===== src/rtl/mux2_arbiter.sv =====
// ---------------------------------------------------------------------------
// mux2_arbiter
//
// Round-robin arbiter and sequencer for a shared WIDTH-bit 2:1 mux datapath.
// Two producers (req0/d0 and req1/d1) compete for the path; the arbiter owns
// the mux select, grants one requester at a time, and captures the selected
// word into a single registered output slot (y/valid) drained by a
// valid/ready handshake. A tenure is capped at MAX_BURST transfers while the
// other requester is waiting; with no competition the owner keeps the path.
//
// Parameters
//   WIDTH      data width of d0, d1 and y
//   MAX_BURST  transfers per tenure while the other side waits (>= 1)
//
// Ports
//   clk    in   system clock, all state changes on the rising edge
//   rst_n  in   synchronous active-low reset
//   req0   in   requester 0 wants the path
//   d0     in   requester 0 data
//   gnt0   out  requester 0 owns the path
//   req1   in   requester 1 wants the path
//   d1     in   requester 1 data
//   gnt1   out  requester 1 owns the path
//   sel    out  mux select (0 = d0, 1 = d1)
//   y      out  registered selected data
//   valid  out  y holds an unconsumed word
//   ready  in   downstream accepts y this cycle
// ---------------------------------------------------------------------------
module mux2_arbiter #(
    parameter int WIDTH     = 4,
    parameter int MAX_BURST = 4
) (
    input  logic             clk,
    input  logic             rst_n,
    input  logic             req0,
    input  logic [WIDTH-1:0] d0,
    output logic             gnt0,
    input  logic             req1,
    input  logic [WIDTH-1:0] d1,
    output logic             gnt1,
    output logic             sel,
    output logic [WIDTH-1:0] y,
    output logic             valid,
    input  logic             ready
);

    // Counter wide enough to hold MAX_BURST itself (it saturates there).
    localparam int              CNT_W   = (MAX_BURST < 2) ? 1 : $clog2(MAX_BURST + 1);
    localparam logic [CNT_W-1:0] CNT_MAX = CNT_W'(MAX_BURST);

    localparam logic [1:0] ST_IDLE = 2'd0;
    localparam logic [1:0] ST_OWN0 = 2'd1;
    localparam logic [1:0] ST_OWN1 = 2'd2;

    logic [1:0]       r_state;
    logic             r_last_owner;
    logic             r_sel;
    logic [CNT_W-1:0] r_burst_cnt;
    logic [WIDTH-1:0] r_y;
    logic             r_valid;

    logic [1:0]       w_state_next;
    logic             w_owning;
    logic             w_owner;
    logic             w_own_req;
    logic             w_other_req;
    logic             w_xfer;
    logic             w_leave;
    logic [WIDTH-1:0] w_owner_data;
    logic [CNT_W-1:0] w_cnt_inc;
    logic [CNT_W-1:0] w_cnt_next;

    // -----------------------------------------------------------------------
    // Owner-relative view: everything below is expressed as "own" vs "other"
    // so OWN0 and OWN1 share one set of transfer/release equations.
    // -----------------------------------------------------------------------
    always_comb begin
        // NOTE: every signal assigned in always_comb gets a default first so no
        // path leaves it unassigned, which would otherwise infer a latch.
        w_owning     = (r_state == ST_OWN0) || (r_state == ST_OWN1);
        w_owner      = (r_state == ST_OWN1);
        w_own_req    = w_owner ? req1 : req0;
        w_other_req  = w_owner ? req0 : req1;
        w_owner_data = w_owner ? d1 : d0;

        // A transfer needs the owner still requesting and a free (or freeing)
        // output slot; this is also what stalls the owner under backpressure.
        w_xfer = w_owning && w_own_req && (!r_valid || ready);

        w_cnt_inc  = (r_burst_cnt == CNT_MAX) ? r_burst_cnt : r_burst_cnt + CNT_W'(1);
        w_cnt_next = w_xfer ? w_cnt_inc : r_burst_cnt;

        // Release uses the post-transfer count so the cap-reaching transfer and
        // the hand-over happen on the same edge. A saturated count hands over
        // as soon as the other side raises its request.
        w_leave = w_owning &&
                  (!w_own_req || (w_other_req && (w_cnt_next >= CNT_MAX)));
    end

    always_comb begin
        w_state_next = r_state;
        case (r_state)
            ST_IDLE: begin
                if (req0 && req1) begin
                    // Tie goes to whoever did not own the path last.
                    w_state_next = r_last_owner ? ST_OWN0 : ST_OWN1;
                end else if (req0) begin
                    w_state_next = ST_OWN0;
                end else if (req1) begin
                    w_state_next = ST_OWN1;
                end
            end
            ST_OWN0, ST_OWN1: begin
                if (w_leave) begin
                    // Direct hand-over to a waiting requester, no IDLE bubble.
                    if (w_other_req) begin
                        w_state_next = w_owner ? ST_OWN0 : ST_OWN1;
                    end else begin
                        w_state_next = ST_IDLE;
                    end
                end
            end
            default: w_state_next = ST_IDLE;  // unused encoding recovers to IDLE
        endcase
    end

    // -----------------------------------------------------------------------
    // State, arbitration history and output slot.
    // -----------------------------------------------------------------------
    always_ff @(posedge clk) begin
        // NOTE: sequential state uses non-blocking assignments so every register
        // samples pre-edge values regardless of statement order.
        if (!rst_n) begin
            r_state      <= ST_IDLE;
            r_last_owner <= 1'b1;        // requester 0 wins the first tie
            r_sel        <= 1'b0;
            r_burst_cnt  <= '0;
            r_y          <= '0;
            r_valid      <= 1'b0;        // pending word is dropped, no handshake
        end else begin
            r_state <= w_state_next;

            if (w_leave) begin
                r_last_owner <= w_owner;
                r_burst_cnt  <= '0;
            end else begin
                r_burst_cnt  <= w_cnt_next;
            end

            // sel follows the owner and simply holds through IDLE, so it keeps
            // pointing at the last owner without a separate decode.
            if (w_state_next == ST_OWN0) begin
                r_sel <= 1'b0;
            end else if (w_state_next == ST_OWN1) begin
                r_sel <= 1'b1;
            end

            // Single output slot: a transfer overwrites (back-to-back when the
            // slot is being consumed), a bare consume empties it.
            if (w_xfer) begin
                r_y     <= w_owner_data;
                r_valid <= 1'b1;
            end else if (ready) begin
                r_valid <= 1'b0;
            end
        end
    end

    assign gnt0  = (r_state == ST_OWN0);
    assign gnt1  = (r_state == ST_OWN1);
    assign sel   = r_sel;
    assign y     = r_y;
    assign valid = r_valid;

    // Grants are one-hot-or-zero by construction of the state decode.
    a_gnt_exclusive : assert property (@(posedge clk) !(gnt0 && gnt1));

endmodule


===== config.mk =====
export PLATFORM = sky130hd
export DESIGN_NAME = mux2_arbiter
export DESIGN_NICKNAME = d
export VERILOG_FILES = /design/src/rtl/mux2_arbiter.sv
export SDC_FILE = /design/constraint.sdc
export NUM_CORES = 1
export LEC_CHECK = 0
export BUFFER_PORTS_ARGS = -buffer_cell sky130_fd_sc_hd__buf_2
export CELL_PAD_IN_SITES_DETAIL_PLACEMENT = 1
export CELL_PAD_IN_SITES_GLOBAL_PLACEMENT = 2
export CORE_MARGIN = 1
export CORE_UTILIZATION = 34
export CTS_BUF_LIST = sky130_fd_sc_hd__clkbuf_8
export DETAILED_ROUTE_END_ITERATION = 8
export GPL_TIMING_DRIVEN = 0
export PLACE_DENSITY_LB_ADDON = 0.1
export RECOVER_POWER = 100
export SLEW_MARGIN = 20
export SYNTH_ARGS = -nofsm -noshare
export SYNTH_HDL_FRONTEND = slang
export SYNTH_SLANG_ARGS = --single-unit
export TNS_END_PERCENT = 5

===== constraint.sdc =====
create_clock -name clk -period 3.6 [get_ports clk]
set_input_delay 0.72 -clock clk [delete_from_list [all_inputs] [get_ports clk]]
set_output_delay 0.72 -clock clk [all_outputs]
set_load 0.1 [all_outputs]

== Yosys cells after proc, flatten, opt, wreduce, memory -nomap -nowiden ==
Index checks and enable logic that the tools add are counted.

* Flip-flop bits (word level): 12
* Word-level logic and storage cells: 44
* Input bits: 13

* Bitwise gates (word level): 1
* Reductions and logical operators: 15
* Eq/ne operators: 5
* Order comparisons: 1
* Add/sub/neg operators: 1
* Mux-type cells: 15

{| class="wikitable"
|+ Operator list
! cell !! number
|-
| $mux 2 || 7
|-
| $mux 3 || 2
|-
| $reduce_or 2->1 || 3
|-
| $logic_and 1x1->1 || 5
|-
| $eq 2x1->1 const B || 2
|-
| $eq 2x2->1 const B || 2
|-
| $mux 1 || 4
|-
| $mux 4 || 1
|-
| $pmux 2 s2 || 1
|-
| $add 3x1->3 const B || 1
|-
| $eq 3x3->1 const B || 1
|-
| $ge 3x3->1 const B || 1
|-
| $logic_or 1x1->1 || 3
|-
| $logic_not 1->1 || 2
|-
| $logic_not 2->1 || 1
|-
| $reduce_bool 2->1 || 1
|-
| $not 1->1 || 1
|}

== Logic depth before layout (Yosys ltp) ==
Gate-level depths: netlist of run 1.

* Word-level depth: 13
* Gate-level depth with buffers: 8

== Worst setup path before layout of run 1 ==
Ideal clock, no wire load.

* Path kind: reg-to-reg
* Start: reg r_state[0]
* End: reg r_sel (netlist: sel)
* Slack: 0.934 ns
* Arrival: 2.539 ns
* Required time: 3.472 ns
* Clock period less this slack: 2.666 ns
* Cell stages (with the launch flop): 9
* Path through: dfxtp_1 inv_1 ha_1 mux2i_2 nor2_1 a221oi_1 a311oi_1 o221ai_1 a21boi_1

* Longest elaborated chain between the ends: 13
* Elaborated cells between the ends (all ways): 25
* Those cells by class: order compare (1); eq/ne (4); mux (10); reduce/logical (10)

{| class="wikitable"
|+ RTL lines
! element !! line !! RTL
|-
| start, declared || 55 || <nowiki>logic [1:0] r_state;</nowiki>
|-
| start signal, assigned || 141 || <nowiki>r_state <= w_state_next;</nowiki>
|-
| $eq 2x2->1 * || - ||
|-
| net gnt1 || 40 || <nowiki>output logic gnt1,</nowiki>
|-
| $mux 1 or $logic_or 1x1->1 (tied branches) || 82, 80 ||
|-
| $logic_and 1x1->1 (2 in series) || 88 || <nowiki>w_xfer = w_owning && w_own_req && (!r_valid || ready);</nowiki>
|-
| $mux 3 || 91 || <nowiki>w_cnt_next = w_xfer ? w_cnt_inc : r_burst_cnt;</nowiki>
|-
| $ge 3x3->1 || 97 || <nowiki>(!w_own_req || (w_other_req && (w_cnt_next >= CNT_MAX)));</nowiki>
|-
| $logic_and 1x1->1 || 97 ||
|-
| $logic_or 1x1->1 || 97 ||
|-
| $logic_and 1x1->1 || 96 || <nowiki>w_leave = w_owning &&</nowiki>
|-
| $mux 2 || 114 || <nowiki>if (w_leave) begin</nowiki>
|-
| $pmux 2 s2 * || 102 || <nowiki>case (r_state)</nowiki>
|-
| $eq 2x1->1 || 152 || <nowiki>if (w_state_next == ST_OWN0) begin</nowiki>
|-
| $reduce_or 2->1 (no source line) || - ||
|-
| end signal, assigned || 136 || <nowiki>r_sel <= 1'b0;</nowiki>
|-
| end signal, assigned || 153 || <nowiki>r_sel <= 1'b0;</nowiki>
|-
| end signal, assigned || 155 || <nowiki>r_sel <= 1'b1;</nowiki>
|-
| end, declared || 57 || <nowiki>logic r_sel;</nowiki>
|}

The timed path passes the listed nets; every way through them passes the cells marked *.
A chain may end at the register's enable or synchronous reset.

== Worst setup path after layout of run 1 ==
* Start: reg r_state[0]
* End: reg r_sel (netlist: sel)

* Longest elaborated chain between the ends: 13
* Elaborated cells between the ends (all ways): 25
* Those cells by class: order compare (1); eq/ne (4); mux (10); reduce/logical (10)

{| class="wikitable"
|+ RTL lines
! element !! line
|-
| $eq 2x2->1 or $eq 2x1->1 (tied branches) || 80, 81, 102
|-
| $mux 1 or $logic_or 1x1->1 (tied branches) || 82, 80
|-
| $logic_and 1x1->1 (2 in series) || 88
|-
| $mux 3 || 91
|-
| $ge 3x3->1 || 97
|-
| $logic_and 1x1->1 || 97
|-
| $logic_or 1x1->1 || 97
|-
| $logic_and 1x1->1 || 96
|-
| $mux 2 || 114
|-
| $pmux 2 s2 * || 102
|-
| $eq 2x1->1 || 152
|-
| $reduce_or 2->1 (no source line) || -
|}

Mark *: on every way between the ends. The rest lies on a longest branch, timed or not.

==> run metrics, run 1 <==
Setup violations, final=0; H-Tree Depth=1; Worst-Margin Slew=roughly 1200 ps; port bufs=19; global-route wire length before repair=4040 µm; Crit Path Category=reg2reg; routed vias/inst=5.37; number of CTS-inserted buffers=3; Largest stage delay, worst path=640 ps; diode count=0; # rows=18; fin area=0.00110 mm²; CP Data Required Time=roughly 3800 ps; slowest stage cell on the critical path=nor3_1; Top delay family on crit path=simple AND/OR/NAND/NOR gates; PD cells=about 700 mW/mm²; IO Pins=21; Area Overhead vs Synth=18.1%; leading area contributor after synthesis=dfxtp_1; Via Count=902; post-place setup slack=approximately 1100 ps; fin worst setup slack=840 ps; post-route ant nets=0; clock buffer depth=2; die width=54.4 µm; routed len/inst=14.4 µm; Multi-input gate area=around 650 µm²; worst rel slew slack=a little over a fifth; clk sinks=12; DR iter-0 viols=9; Fmax=362 MHz; most instantiated cells after synthesis=dfxtp_1 (12), mux2i_1 (11), nand2_1 (11), nor2_1 (11), o21ai_0 (9); clk_lat worst skew=250 ps; post-CTS setup buffers=0; count leader, synth=dfxtp_1; library cells used by synthesis=36; pin count of the biggest net entering global routing=11; fraction of registers with async set/reset=0%; crit path cell chain=inv_1, ha_1, mux2i_1, nor3_1, nand2_1, a311oi_1, o221ai_1, a21boi_0; Starting Density=between 30% and 40%; TritonCTS clock tree=yes; Register Area=around 240 µm²; post_cts resized=0; Slew Limit Fails=0; Tot GR Track Use=19.6%; RSZ-0062 raised after global routing=false; Final Skew=1.68 ps; total power=approximately 0.00076 W; Final period util=76.7%; Synth Warn #=0; nets=159; startpoint types=flip-flop; VDD IR max=0.410 mV; crit path DAT=between 2000 and 3000 ps; syn_area_per_cell=a little over 8 µm²; total gr overflow=0; clock slew at reported path FFs=roughly 50 ps; ys flop type=dfxtp_1; Die Area=0.00296 mm²; number of global-route vias before repair=897; LEAKAGE=0.421 nW; Critical Path End Type=flip-flop; Residual DRC=0; DRT Wirelength=2420 µm; TNS Setup=0 ps; Filler cells=326; initial antenna violation count=0; crit path time final=2760 ps; Post-synth EDFFs=0; worst hold path class=reg2reg; area of the mapped netlist=roughly 930 µm²; post-synthesis sequential area ratio=about a quarter; Detailed Place HPWL=around 1900 µm; CP Max Fanout=8; Mapped Cells=115; final hold vios=0; fraction of layout cells with a size suffix above 1=13.0%; status=completed; cts-stage hold buffer count=0; syn_nets=between 100 and 150; buffer and inverter count on the worst path=1; Final GP Congestion=0.725; Chip Height=54.4 µm; top-area cell type share of the netlist area=~26%; drt pass-1 iters=4; Max Cap Violations=0; placed cell areas=0.00107 mm²; Synth area leaders=dfxtp_1 (26%), mux2i_1 (12%), ha_1 (9.4%); CTS Root Buffer Type=clkbuf_8; core area=0.00254 mm²; Seq cells post-synth=12
placed cells by master (no fill, tap or decap), drive strengths merged, types with 2 or more instances in the layout:
cell,count
a21boi,2
a21oi,4
a31oi,2
and2,6
buf,12
clkbuf,16
dfxtp,12
ha,7
inv,5
mux2i,12
nand2,11
nand2b,4
nand3b,2
nor2,11
nor2b,5
o211ai,2
o21ai,9
power breakdown:
part	internal [W]	switching, W	total (W)
combinational	0.000114	0.000306	0.000420
clock	0.0000967	0.0000515	0.000148
sequential	0.000163	0.0000305	0.000193
layout make-up:
class                   count  area share (%)
plain buffers               5            1.82
clock buffers               4            4.99
inverters                   5            1.70
multi-input cells          93            58.6
flip-flops and latches     12            21.8
well taps                  30            3.41
repair buffers             19            7.72
flip-flops by register name, indices dropped and copies added, names as in the netlist:
register and flops:
valid 1, y 4, r_state 2, r_burst_cnt 3, sel 1, r_last_owner 1
metal layers:
layer	vias to the layer above	track usage (%)	routed length [µm]
li1	449	-	-
met1	432	24.8	1150
met2	16	32.7	1160
met3	5	1.67	56
met4	0	10.3	56
met5	-	0	0
worst paths after layout:
check | slack [ps] | startpoint | to | cells after the start
min | 480 | r_last_owner$_SDFFE_PN1N_ | r_last_owner$_SDFFE_PN1N_ | 2
min reg2reg | 480 | r_last_owner$_SDFFE_PN1N_ | r_last_owner$_SDFFE_PN1N_ | 2
max | 840 | r_state[0]$_SDFF_PN0_ | sel$_SDFFE_PP0N_ | 8
max reg2reg | 840 | r_state[0]$_SDFF_PN0_ | sel$_SDFFE_PP0N_ | 8
cells by family (layout without fill, tap and decap cells):
group | count (synthesis) | after routing | share of synthesized area, %
AND/OR/NAND/NOR | 47 | 47 | 28.2
AO/OA/AOI/OAI | 25 | 25 | 17.2
multiplexers | 13 | 13 | 14.5
flip-flops | 12 | 12 | 25.7
buffers and inverters | 10 | 33 | 4.15
adder cells (fa/ha/maj) | 7 | 7 | 9.38
XOR/XNOR | 1 | 1 | 0.939
worst reg2reg max path: stages, from the launching register on:
cell	delay [ps]
dfxtp_1	520
inv_1	150
ha_1	290
mux2i_1	260
nor3_1	640
nand2_1	160
a311oi_1	310
o221ai_1	150
a21boi_0	190
through the flow:
| stage | hold WS [ps] | utilization, % | cells |
|---|---|---|---|
| 5_1_grt | 519 | 43.3 | 168 |
| 4_1_cts | 483 | 44.1 | 168 |
| 3_5_place_dp | 467 | 41.9 | 164 |
| 3_3_place_gp | 480 | 41.9 | 164 |
| 2_1_floorplan | 443 | - | 115 |
| 6_report | 476 | 43.3 | 168 |
Power figures use the tool's default switching activity.
==> run 2: changes to the inputs <==
--- a/config.mk
+++ b/config.mk
@@ -9,7 +9,7 @@
 export CELL_PAD_IN_SITES_DETAIL_PLACEMENT = 1
 export CELL_PAD_IN_SITES_GLOBAL_PLACEMENT = 2
 export CORE_MARGIN = 1
-export CORE_UTILIZATION = 34
+export CORE_UTILIZATION = 29
 export CTS_BUF_LIST = sky130_fd_sc_hd__clkbuf_8
 export DETAILED_ROUTE_END_ITERATION = 8
 export GPL_TIMING_DRIVEN = 0
==> constraint.sdc (replaced) <==
create_clock -name clk -period 2.2 [get_ports clk]
set_input_delay 0.44 -clock clk [delete_from_list [all_inputs] [get_ports clk]]
set_output_delay 0.44 -clock clk [all_outputs]
set_load 0.1 [all_outputs]
==> run 2 against run 1 <==
  * Clock-buffer cell count did not move
  * Cell count is 7.7% higher
  * Routed wire length increased by 3.9%
  * Clock skew up 0.81 ps
  * Via count fell by 1.4%
  * Critical path depth did not move
  * Maximum frequency rose by 33%
  * Die area increased by 17%
  * Largest power group unchanged
  * Core utilization down 4.5 points
  * Global-route usage fell by 2.9 points
==> run metrics, run 2 (synthesis results as in run 1) <==
Via Count=889 (-1.4%); Worst-Margin Slew=1170 ps (-2.61 ps); port bufs=19 (unchanged); Detailed Place HPWL=1940 µm (+2.8%); CP Data Required Time=2330 ps (-1430 ps); VDD IR max=0.508 mV (+24%); post-route ant nets=0 (unchanged); max reg flops=4 (unchanged); clock slew at reported path FFs=50 ps (about the same); NetSw=0.000661 W (+71%); total power=0.00131 W (+72%); Crit Path Category=reg2reg; Final period util=94.4% (+18 points); worst rel slew slack=22.1% (+0.17 points); switching part of the total power=50.3% (-0.58 points); fin worst setup slack=123 ps (-717 ps); pin count of the biggest net entering global routing=11 (unchanged); fin area=0.00118 mm² (+7.4%); Tot GR Track Use=16.7% (-2.9 points); Max Cap Violations=0 (unchanged); r2r startpoint=r_state[0]$_SDFF_PN0_; Flop pwr share=24.8% (-0.6 points); combinational power share=56.4% (+1.3 points); crit path DAT=2210 ps (-710 ps); Multi-input gate area=701 µm² (+8.5%); number of CTS-inserted buffers=3 (unchanged); routed vias/inst=4.91 (-8.5%); Fmax=481 MHz (+33%); placed cell areas=0.00110 mm² (+2.8%); startpoint types=flip-flop; Die Area=0.00345 mm² (+17%); DRT Wirelength=2510 µm (+3.9%); clk_lat worst skew=250 ps (about the same); Slew Limit Fails=0 (unchanged); drt pass-1 iters=4 (unchanged); H-Tree Depth=1 (unchanged); reg2reg setup slack=120 ps (-720 ps); P_int=0.000652 W (+75%); nets=158 (-0.63%); share of power burned in the clock network=18.8% (-0.7 points); Filler cells=388 (+19%); initial antenna violation count=0 (unchanged); LEAKAGE=0.445 nW (+5.8%); clock buffer depth=2 (unchanged); global-route wire length before repair=4240 µm (+4.8%); Residual DRC=0 (unchanged); R2R depth=8 (unchanged); Chip Height=58.7 µm (+8.0%); post-place setup slack=-139 ps (-1280 ps); # rows=20 (+2); die width=58.7 µm (+8.0%); PD cells=1110 mW/mm² (+61%); Critical Path End Type=flip-flop; cts-stage hold buffer count=0 (unchanged); Setup violations, final=0 (unchanged); Worst Hold Path EP=r_last_owner$_SDFFE_PN1N_; post-CTS setup buffers=0 (unchanged); RSZ-0062 raised after global routing=true; Area Overhead vs Synth=26.8%; Worst R2R End=sel$_SDFFE_PP0N_; status=completed; worst hold path class=in2reg; clk sinks=12 (unchanged); TritonCTS clock tree=yes; total gr overflow=0 (unchanged); Final Skew=2.49 ps (+0.810 ps); Register Area=248 µm² (+3.1%); Starting Density=30.6% (-6.1 points); CTS Root Buffer Type=clkbuf_8; crit path time final=2080 ps (-683 ps); IO Pins=21 (unchanged); number of global-route vias before repair=906 (+1.0%); final hold vios=0 (unchanged); routed len/inst=13.9 µm (-3.5%); diode count=0 (unchanged); DR iter-0 viols=14 (+5); core area=0.00305 mm² (+20%); fraction of layout cells with a size suffix above 1=21.2% (+8.1 points); CP Max Fanout=8 (unchanged); most common cell after layout, fill and taps aside=buf_2; Final GP Congestion=0.737 (+1.7%); Hold Crit Depth=2 (unchanged); worst min-delay path startpoint=rst_n; most frequent cells in the layout=buf_2 (15), nor2_1 (11), nand2_1 (11), mux2i_1 (11), dfxtp_1 (10)
-- run 2: cell types whose count changed in the layout (fill, tap and decap cells not counted), sizes merged --
cell,previous run,this run
buf,12,15
clkbuf,16,12
-- run 2: through the flow --
step	TNS (ps)	instances	utilization, %	hold slack (ps)
2_1_floorplan	-151	115	-	443
3_3_place_gp	-474	178	35.9	475
3_5_place_dp	-644	178	35.9	481
4_1_cts	0	182	38.3	457
5_1_grt	-31.7	181	38.8	466
6_report	0	181	38.8	445
-- run 2: per-layer routing --
| layer | wire length, µm | vias up | global-route usage [%] |
|---|---|---|---|
| met4 | 58 | 0 | 9.18 |
| met5 | 0 | - | 0 |
| met1 | 1160 | 415 | 20.2 |
| li1 | - | 452 | - |
| met2 | 1250 | 17 | 28.7 |
| met3 | 48 | 5 | 1.98 |
-- run 2: worst max-delay path by stage --
stage,start,to,cells after the start
3_3_place_gp,r_state[0]$_SDFF_PN0_,sel$_SDFFE_PP0N_,8
5_1_grt,r_state[0]$_SDFF_PN0_,sel$_SDFFE_PP0N_,8
3_5_place_dp,r_state[0]$_SDFF_PN0_,r_state[1]$_SDFF_PN0_,8
4_1_cts,r_state[0]$_SDFF_PN0_,y[1]$_SDFFE_PN0N_,8
6_report,r_state[0]$_SDFF_PN0_,sel$_SDFFE_PP0N_,8
2_1_floorplan,valid$_SDFFE_PN0P_,r_last_owner$_SDFFE_PN1N_,6
-- run 2: power by group through the flow --
stage	Clock [W]	Sequential [W]	Combinational (W)
4_1_cts	0.000251	0.000322	0.000730
3_3_place_gp	0	0.000322	0.000707
5_1_grt	0.000261	0.000335	0.000801
3_5_place_dp	0	0.000323	0.000716
6_report	0.000246	0.000326	0.000741
2_1_floorplan	0	0.000479	0.000419
-- run 2: what timing repair did --
item / CTS / global route
gates cloned: 0 / 0
gates resized for setup: 4 / 6
pin swaps: 0 / 2
setup endpoints to repair: 8 / 8
-- run 2: worst max-delay path, cell delays in order, from the launching register on --
cell and delay (ps):
dfxtp_4 370, inv_1 180, ha_4 210, mux2i_4 360, nor2_1 90, a221oi_2 320
a311oi_1 140, o221ai_1 190, a21boi_1 80
-- run 2: layout make-up --
| cell class | instances | area share, % |
|---|---|---|
| Tap cell | 44 | 4.65 |
| Clock buffer | 4 | 4.65 |
| Timing Repair Buffer | 19 | 7.51 |
| Inverter | 5 | 1.59 |
| Buffer | 4 | 1.48 |
| Sequential cell | 12 | 20.9 |
| Multi-Input combinational cell | 93 | 59.2 |
==> run 3: changes to the inputs <==
--- a/config.mk
+++ b/config.mk
@@ -5,11 +5,12 @@
 export SDC_FILE = /design/constraint.sdc
 export NUM_CORES = 1
 export LEC_CHECK = 0
+export ABC_AREA = 1
 export BUFFER_PORTS_ARGS = -buffer_cell sky130_fd_sc_hd__buf_2
 export CELL_PAD_IN_SITES_DETAIL_PLACEMENT = 1
 export CELL_PAD_IN_SITES_GLOBAL_PLACEMENT = 2
 export CORE_MARGIN = 1
-export CORE_UTILIZATION = 29
+export CORE_UTILIZATION = 25
 export CTS_BUF_LIST = sky130_fd_sc_hd__clkbuf_8
 export DETAILED_ROUTE_END_ITERATION = 8
 export GPL_TIMING_DRIVEN = 0
==> run 3 against run 2 <==
  * Cell count shrank 15%
  * Sequential cell count is the same
  * Hold slack better by 24 ps
  * Global-route usage fell by 4.4 points
  * Core utilization decreased by 3.5 points
  * Synthesized cell count down 12%
  * Routed wire length decreased by 34%
  * First-iteration DRC count grew 79%
  * Sequential share of layout area is 5.8 points higher
  * Final area shrank 24%
  * Setup slack improved by 130 ps
  * Clock-buffer cell count decreased by 1
  * Critical path type unchanged
  * Largest cell class unchanged
  * Highest routed layer unchanged
==> run metrics, run 3 <==
Synth area leaders=dfxtp_1 (34%), nand2_1 (14%), ha_1 (12%); fraction of registers with async set/reset=0% (unchanged); CP Data Required Time=2320 ps (about the same); drt pass-1 iters=2 (-2); crit path DAT=2070 ps (-140 ps); worst min-delay path startpoint=d0[1]; RSZ-0062 raised after global routing=false; H-Tree Depth=1 (unchanged); crit path time final=1950 ps (-131 ps); Worst Hold Path EP=y[1]$_SDFFE_PN0N_; clk_lat worst skew=230 ps (-20 ps); DR iter-0 viols=25 (+11); syn_area_per_cell=7.02 µm² (-13%); R2R depth=15 (+7); DRT Wirelength=1650 µm (-34%); TNS Setup=0 ps (unchanged); Starting Density=27.6% (-2.9 points); final hold vios=0 (unchanged); Slew Limit Fails=0 (unchanged); initial antenna violation count=0 (unchanged); most frequent cells in the layout=nand2_1 (28), buf_2 (12), inv_1 (11), dfxtp_1 (11), nor2_1 (10); fin worst setup slack=254 ps (+131 ps); Filler cells=344 (-11%); r2r startpoint=r_state[1]$_SDFF_PN0_; number of global-route vias before repair=735 (-19%); global-route wire length before repair=3110 µm (-27%); Final GP Congestion=0.694 (-5.8%); placed cell areas=850 µm² (-22%); pin count of the biggest net entering global routing=9 (-2); CTS Root Buffer Type=clkbuf_8; Multi-input gate area=440 µm² (-37%); CP Max Fanout=6 (-2); most common cell after layout, fill and taps aside=nand2_1; top-area cell type share of the netlist area=33.9% (+8.1 points); number of CTS-inserted buffers=3 (unchanged); count leader, synth=nand2_1; clk sinks=12 (unchanged); DP Cell Count=151 (-15%); Chip Height=55.3 µm (-5.9%); library cells used by synthesis=16 (-56%); post-synthesis sequential area ratio=33.9% (+8.1 points); Critical Path End Type=flip-flop; reg2reg setup slack=250 ps (+130 ps); fin area=905 µm² (-24%); total gr overflow=0 (unchanged); Fmax=514 MHz (+6.7%); Hold Crit Depth=3 (+1); Via Count=721 (-19%); worst rel slew slack=22.1% (about the same); Mapped Cells=101 (-12%); area of the mapped netlist=709 µm² (-24%); Tot GR Track Use=12.3% (-4.4 points); leading area contributor after synthesis=dfxtp_1; worst hold path class=in2reg; post-CTS setup buffers=0 (unchanged); status=completed; Area Overhead vs Synth=27.5%; Post-synth EDFFs=0 (unchanged); startpoint types=flip-flop; max reg flops=4 (unchanged); Crit Path Category=reg2reg; Die Area=0.00305 mm² (-11%); fraction of layout cells with a size suffix above 1=23.4% (+2.2 points); # rows=18 (-10%); diode count=0 (unchanged); IO Pins=21 (unchanged); Worst-Margin Slew=1170 ps (-0.314 ps); port bufs=20 (+1); Final period util=88.4% (-6.0 points); Register Area=241 µm² (-2.5%); Max Cap Violations=0 (unchanged); die width=55.3 µm (-5.9%); routed len/inst=10.7 µm (-23%); clock buffer depth=2 (unchanged); Residual DRC=0 (unchanged); ys flop type=dfxtp_1; most instantiated cells after synthesis=nand2_1 (27), dfxtp_1 (12), inv_1 (12); Seq cells post-synth=12 (unchanged); Setup violations, final=0 (unchanged); clock slew at reported path FFs=50 ps (about the same); Detailed Place HPWL=1360 µm (-30%); Worst R2R End=sel$_SDFFE_PP0N_; Final Skew=2.22 ps (-0.266 ps); TritonCTS clock tree=yes; nets=146 (-7.6%); syn_nets=121 (-10%); Synth Warn #=0 (unchanged); core area=0.00257 mm² (-16%); final non-filler cell total=154 (-15%); post-place setup slack=84.4 ps (+223 ps); routed vias/inst=4.68 (-4.7%); post-route ant nets=0 (unchanged)
-- run 3: cell count changes in the layout (fill, tap and decap cells not counted), moves of 2 or more --
cell      before  now
nor2b_1        5    0
a21boi_1       2    0
mux2i_1       11    0
buf_2         15   12
and2_1         6    0
nand2_1       11   28
nand3_1        1    4
o211ai_1       2    0
a31oi_1        2    4
nand2_2        0    4
dfxtp_4        2    0
inv_1          5   11
nand2b_1       4    0
-- run 3: per-layer routing --
metal / global-route usage (%) / up-vias / part of all wire (%)
met3: 2.11 / 2 / 2.9
met4: 3.21 / 0 / 0.67
met5: 0 / - / 0
li1: - / 371 / -
met2: 21.3 / 17 / 44
met1: 15.6 / 331 / 52
-- run 3: cell type report --
cell class | instances | area share, %
repair buffers | 20 | 10.2
clock buffers | 3 | 4.56
multi-input cells | 76 | 48.7
well taps | 30 | 4.15
flip-flops and latches | 12 | 26.7
inverters | 13 | 5.67
-- run 3: worst max-delay path by stage --
stage / from / end
2_1_floorplan: r_state[0]$_SDFF_PN0_ / sel$_SDFFE_PP0N_
3_3_place_gp: r_state[0]$_SDFF_PN0_ / sel$_SDFFE_PP0N_
3_5_place_dp: r_state[0]$_SDFF_PN0_ / sel$_SDFFE_PP0N_
4_1_cts: r_state[0]$_SDFF_PN0_ / sel$_SDFFE_PP0N_
5_1_grt: r_state[0]$_SDFF_PN0_ / sel$_SDFFE_PP0N_
6_report: r_state[1]$_SDFF_PN0_ / sel$_SDFFE_PP0N_
-- run 3: repair_timing --
| item | in CTS | in global routing |
|---|---|---|
| gates resized for setup | 0 | 6 |
| endpoints found under the setup margin | 0 | 1 |
| hold buffers | 0 | 0 |
-- run 3: logic make-up after synthesis --
logic type,synth area share [%]
buffers and inverters,6.88
AND/OR/NAND/NOR,32.6
adder cells (fa/ha/maj),12.3
flip-flops,33.9
AO/OA/AOI/OAI,13.1
XOR/XNOR,1.23
-- run 3: critical path, cell delays in order (launching register included) --
cell,delay (ps)
dfxtp_2,390
inv_1,90
ha_2,410
inv_1,60
nor2_1,110
nand3_1,110
nand3_2,90
nand2_2,70
nand2_2,90
nand2_1,50
nand2_1,50
nand2_1,60
nand2_1,90
nor2_1,50
nor2_1,80
nor2_1,40
-- run 3: metrics by stage --
stage	hold slack, ps	utilization (%)
2_1_floorplan	443	-
4_1_cts	467	34.7
5_1_grt	472	35.2
3_3_place_gp	451	33.1
6_report	469	35.2
3_5_place_dp	462	33.1
Power of run 3 is left out: the tool's default activity adds up to more than one toggle a clock period on the data nets, which glitch-free logic cannot reach.
